--- src/rtl/dual_input_debouncer_pkg.sv ---
// rtl/dual_input_debouncer_pkg.sv - shared states and defaults for the dual debouncer
package dual_input_debouncer_pkg;

    localparam int DEFAULT_DEBOUNCE_CYCLES = 4;

    typedef enum logic [1:0] {
        STABLE_LOW  = 2'd0,
        WAIT_HIGH   = 2'd1,
        STABLE_HIGH = 2'd2,
        WAIT_LOW    = 2'd3
    } db_state_e;

    // The debounced level is high while settled high or while a fall is still unconfirmed.
    function automatic logic state_is_high(input db_state_e st);
        return (st == STABLE_HIGH) || (st == WAIT_LOW);
    endfunction

endpackage

--- src/rtl/dual_input_debouncer_if.sv ---
// rtl/dual_input_debouncer_if.sv - raw inputs and debounced outputs for both channels
interface dual_input_debouncer_if;

    logic i_raw_a;
    logic i_raw_b;
    logic o_a;
    logic o_b;
    logic o_a_rise;
    logic o_b_rise;

    modport master (
        output i_raw_a,
        output i_raw_b,
        input  o_a,
        input  o_b,
        input  o_a_rise,
        input  o_b_rise
    );

    modport slave (
        input  i_raw_a,
        input  i_raw_b,
        output o_a,
        output o_b,
        output o_a_rise,
        output o_b_rise
    );

endinterface

--- src/rtl/debounce_channel.sv ---
// rtl/debounce_channel.sv - one channel: 2-flop synchronizer, debounce FSM, rise pulse
module debounce_channel
    import dual_input_debouncer_pkg::*;
#(
    parameter int DEBOUNCE_CYCLES = DEFAULT_DEBOUNCE_CYCLES
) (
    input  logic i_clk,
    input  logic i_rst_n,
    input  logic i_raw,
    output logic o_level,
    output logic o_rise
);

    localparam int CW = $clog2(DEBOUNCE_CYCLES);
    localparam logic [CW-1:0] CNT_LAST = CW'(DEBOUNCE_CYCLES - 1);

    logic          sync_q1;
    logic          sync_q2;
    db_state_e     state_q;
    db_state_e     state_d;
    logic [CW-1:0] cnt_q;
    logic [CW-1:0] cnt_d;
    logic          level_q;
    logic          level_d;
    logic          rise_q;

    always_ff @(posedge i_clk or negedge i_rst_n) begin
        if (!i_rst_n) begin
            sync_q1 <= 1'b0;
            sync_q2 <= 1'b0;
        end else begin
            sync_q1 <= i_raw;
            sync_q2 <= sync_q1;
        end
    end

    always_ff @(posedge i_clk or negedge i_rst_n) begin
        if (!i_rst_n) begin
            state_q <= STABLE_LOW;
            cnt_q   <= '0;
            level_q <= 1'b0;
            rise_q  <= 1'b0;
        end else begin
            state_q <= state_d;
            cnt_q   <= cnt_d;
            level_q <= level_d;
            rise_q  <= level_d & ~level_q;
        end
    end

    // The count restarts at 1 on the first differing sample, so the terminal
    // check at CNT_LAST means DEBOUNCE_CYCLES consecutive samples; it never wraps.
    always_comb begin
        state_d = state_q;
        cnt_d   = cnt_q;
        unique case (state_q)
            STABLE_LOW: begin
                if (sync_q2) begin
                    state_d = WAIT_HIGH;
                    cnt_d   = CW'(1);
                end else begin
                    cnt_d   = '0;
                end
            end
            WAIT_HIGH: begin
                if (!sync_q2) begin
                    state_d = STABLE_LOW;
                    cnt_d   = '0;
                end else if (cnt_q == CNT_LAST) begin
                    state_d = STABLE_HIGH;
                    cnt_d   = '0;
                end else begin
                    cnt_d   = cnt_q + CW'(1);
                end
            end
            STABLE_HIGH: begin
                if (!sync_q2) begin
                    state_d = WAIT_LOW;
                    cnt_d   = CW'(1);
                end else begin
                    cnt_d   = '0;
                end
            end
            WAIT_LOW: begin
                if (sync_q2) begin
                    state_d = STABLE_HIGH;
                    cnt_d   = '0;
                end else if (cnt_q == CNT_LAST) begin
                    state_d = STABLE_LOW;
                    cnt_d   = '0;
                end else begin
                    cnt_d   = cnt_q + CW'(1);
                end
            end
            default: begin
                state_d = STABLE_LOW;
                cnt_d   = '0;
            end
        endcase
        level_d = state_is_high(state_d);
    end

    assign o_level = level_q;
    assign o_rise  = rise_q;

endmodule

--- src/rtl/dual_input_debouncer.sv ---
// rtl/dual_input_debouncer.sv - two independent debounced channels A and B
module dual_input_debouncer
    import dual_input_debouncer_pkg::*;
#(
    parameter int DEBOUNCE_CYCLES = DEFAULT_DEBOUNCE_CYCLES
) (
    input  logic                  i_clk,
    input  logic                  i_rst_n,
    dual_input_debouncer_if.slave bus
);

    debounce_channel #(
        .DEBOUNCE_CYCLES(DEBOUNCE_CYCLES)
    ) u_chan_a (
        .i_clk   (i_clk),
        .i_rst_n (i_rst_n),
        .i_raw   (bus.i_raw_a),
        .o_level (bus.o_a),
        .o_rise  (bus.o_a_rise)
    );

    debounce_channel #(
        .DEBOUNCE_CYCLES(DEBOUNCE_CYCLES)
    ) u_chan_b (
        .i_clk   (i_clk),
        .i_rst_n (i_rst_n),
        .i_raw   (bus.i_raw_b),
        .o_level (bus.o_b),
        .o_rise  (bus.o_b_rise)
    );

endmodule

--- src/flat_wrapper.sv ---
// flat-port wrapper written by rule: the top's interface ports become plain ports
module dual_input_debouncer_flat import dual_input_debouncer_pkg::*;
#(
    parameter int DEBOUNCE_CYCLES = DEFAULT_DEBOUNCE_CYCLES
)
  (i_clk, i_rst_n, bus_i_raw_a, bus_i_raw_b, bus_o_a, bus_o_b, bus_o_a_rise, bus_o_b_rise);
  dual_input_debouncer_if bus_i ();
  input  logic i_clk;
  input  logic i_rst_n;
  input wire logic [$bits(bus_i.i_raw_a)-1:0] bus_i_raw_a;
  input wire logic [$bits(bus_i.i_raw_b)-1:0] bus_i_raw_b;
  output wire logic [$bits(bus_i.o_a)-1:0] bus_o_a;
  output wire logic [$bits(bus_i.o_b)-1:0] bus_o_b;
  output wire logic [$bits(bus_i.o_a_rise)-1:0] bus_o_a_rise;
  output wire logic [$bits(bus_i.o_b_rise)-1:0] bus_o_b_rise;
  assign bus_i.i_raw_a = bus_i_raw_a;
  assign bus_i.i_raw_b = bus_i_raw_b;
  assign bus_o_a = bus_i.o_a;
  assign bus_o_b = bus_i.o_b;
  assign bus_o_a_rise = bus_i.o_a_rise;
  assign bus_o_b_rise = bus_i.o_b_rise;
  dual_input_debouncer #(.DEBOUNCE_CYCLES(DEBOUNCE_CYCLES)) u_core (.i_clk(i_clk), .i_rst_n(i_rst_n), .bus(bus_i));
endmodule
--- config.mk ---
export PLATFORM = sky130hd
export DESIGN_NAME = dual_input_debouncer_flat
export DESIGN_NICKNAME = d
export VERILOG_FILES = /design/src/rtl/dual_input_debouncer_pkg.sv /design/src/rtl/dual_input_debouncer_if.sv /design/src/rtl/debounce_channel.sv /design/src/rtl/dual_input_debouncer.sv /design/src/flat_wrapper.sv
export SDC_FILE = /design/constraint.sdc
export NUM_CORES = 1
export LEC_CHECK = 0
export BUFFER_PORTS_ARGS = -buffer_cell sky130_fd_sc_hd__buf_4
export CORE_AREA = 3 3 40 42
export CTS_BUF_LIST = sky130_fd_sc_hd__clkbuf_8
export CTS_CLUSTER_SIZE = 10
export DETAILED_ROUTE_END_ITERATION = 12
export DIE_AREA = 0 0 43 45
export PLACE_DENSITY = 0.65
export SLEW_MARGIN = 5
export SYNTH_ARGS = -nofsm -noshare
export SYNTH_HDL_FRONTEND = slang
export SYNTH_SLANG_ARGS = --single-unit
--- constraint.sdc ---
create_clock -name i_clk -period 1.5 [get_ports i_clk]
set_input_delay 0.225 -clock i_clk [delete_from_list [all_inputs] [get_ports i_clk]]
set_output_delay 0.225 -clock i_clk [all_outputs]
set_load 0.01 [all_outputs]
==> metrics.csv <==
stage,metric,value,unit
grt,initial antenna violation count,0,
die,die span in x,43,um
logic_synthesis,Synth area leaders,"dfrtp_1, a21oi_1, ha_1",
clock_network,H-tree levels,1,
timing,fin crit period,1.10,ns
timing,Worst Slack Setup Final,0.402,ns
logic_synthesis,Unique masters post-synth,11,
timing,Fmax,0.910,GHz
route,Routed Antenna Nets,0,
finish,final net count,54,
grt,gr usage total,10.5,%
clock_network,Post-CTS Setup Inserts,0,
route,Iter 0 DRT Violations,5,
timing,RSZ-0062 raised after global routing,false,
clock_network,Clock Latency Late Sink,0.25,ns
timing,fin crit share,73.2,%
logic_synthesis,Avg Inst Size Synth,14.5,sq um
power,peak supply drop,0.767,mV
clock_network,Root Buffer,clkbuf_8,
grt,vias in the first global route,321,
die,Initial Util,39.6,%
flow_run,Max-Cap Viols,0,
finish,Regs by FF count,"u_core.u_chan_a.cnt_q (2), u_core.u_chan_b.cnt_q (2), u_core.u_chan_b.state_q (2)",
hold_path,Hold Path Cell Cnt,1,
power,pwr dens,1960,nW/um^2
die,Core Rows,13,
logic_synthesis,synthesized cell area,509,sq um
clock_network,Longest Clk Path Bufs,2,
timing,clock skew,0.00152,ns
timing,Slew @ Worst Pin,0.245,ns
finish,"commonest cells after routing, fill and taps aside","dfrtp_1, buf_4, a21oi_1",
grt,GRT overflow,0,
route,drt via density,4.81,
worst_setup_path,Register-to-Register Path Depth,3,
worst_setup_path,crit path kind,reg2reg,
worst_setup_path,Worst Setup Start Kind,flip-flop,
finish,layout cells sized above 1,27.7,%
run_status,status,"complete, no violations",
power,cell leakage power,0.320,nW
finish,# fillers,119,
timing,Setup TNS,0,ns
logic_synthesis,"Seq/Total Area, Yosys",73.7,%
route,via count,298,
timing,Rel. slew slack,83.5,%
logic_synthesis,Synth Register Bits,15,
clock_network,TritonCTS Sinks,15,
hold_path,Hold WC Path Type,in2reg,
clock_network,PostCTS Resize Cnt,0,
finish,Final Instance Area,636,sq um
place,# port buffers,7,
grt,largest net degree at the start of global routing,16,
route,Total Wirelength,726,um
worst_setup_path,Worst EP required,1.63,ns
die,Boundary Pins,8,
grt,first-pass GRT wire length,1420,um
place,GP Congestion,0.635,
place,pre-CTS WS,0.409,ns
finish,Layout Cells excl Fill,62,
timing,WHS,0.0806,ns
worst_setup_path,WP data arrival,1.23,ns
power,Final Power,1.25,mW
worst_setup_path,CP Capture Type,flip-flop,
finish,"most common cell after layout, fill and taps aside",dfrtp_1,
clock_network,CTS Buf Count,3,
route,wire length per cell,11.7,um
logic_synthesis,top cell type's share of synthesized area,73.7,%
worst_setup_path,Crit Path Max Fanout,2,
die,Die H,45,um
finish,Synth-to-Final Area Change,24.8,%
die,Die Area,1940,sq um
finish,# diodes,0,
clock_network,CTS tree,yes,
route,Detailed Routing Iterations Pass 1,4,
logic_synthesis,leading area contributor after synthesis,dfrtp_1,
logic_synthesis,Synth Instances,35,
clock_network,clock-pin transition on the worst setup and hold timing paths,0.06,ns
timing,"Hold Vio Cnt, Final",0,
finish,final core occ,49.5,%
logic_synthesis,Post-Syn Nets,41,
route,DRC,0,
place,Post-DP Area,581,sq um
place,Placed Cells incl. Taps,57,
timing,"Setup violations, final",0,
logic_synthesis,YS warnings,0,
die,Core Region,1280,sq um
timing,Final Slew Violations,0,
critical path: stages (launching register included):
cell     delay [ns]
dfrtp_1        0.38
ha_1           0.22
nand2_2        0.09
mux2_4         0.29
per-layer routing:
metal	up-vias	track usage (%)	wire [um]
met5	-	0	0
met4	0	7.23	17
met3	2	2.39	46
met2	8	16.8	366
met1	148	12.7	295
li1	140	-	-
worst paths after layout:
kind | start | slack [ns] | endpoint
worst max-delay path | u_core.u_chan_a.cnt_q[0] | 0.40 | u_core.u_chan_a.o_level
worst min-delay path | bus_i_raw_b | 0.08 | u_core.u_chan_b.sync_q1
worst min register to register | u_core.u_chan_b.sync_q1 | 0.36 | u_core.u_chan_b.sync_q2
max in group asynchronous | i_rst_n | 0.97 | u_core.u_chan_b.o_rise
min in group asynchronous | i_rst_n | 0.36 | u_core.u_chan_a.state_q[0]
worst max register to register | u_core.u_chan_a.cnt_q[0] | 0.40 | u_core.u_chan_a.o_level
cells in the mapped netlist (all sizes together):
library cell,number
nor3b,1
a21oi,5
a21bo,1
dfrtp,15
ha,2
nand2,5
mux2,1
nand3,1
nor2,2
xnor2,2
layout make-up:
cell class	count	area (sq um)	area share [%]
Multi-Input combinational cell	20	134	21.1
Sequential cell	15	375	59.1
Clock buffer	3	41.3	6.50
Timing Repair Buffer	8	62.6	9.84
Clock inverter	1	3.75	0.591
Tap cell	15	18.8	2.95
timing repair:
item,4_1_cts,5_1_grt
hold buffers,1,0
setup endpoints to repair,0,0
endpoints found under the hold margin,15,0
power breakdown:
group / internal (mW) / switching (mW)
logic: 0.162 / 0.138
clock network: 0.181 / 0.136
registers: 0.539 / 0.0899
kinds of logic after synthesis:
family | after synthesis | share of synthesized area, %
AOI/OAI and AO/OA | 6 | 6.88
DFF | 15 | 73.7
adders and majority gates | 2 | 4.91
and+or+nand+nor | 9 | 8.11
xor gates and xnor gates | 2 | 3.44
muxes | 1 | 2.95
No activity file was read; power rests on OpenSTA's default activity.
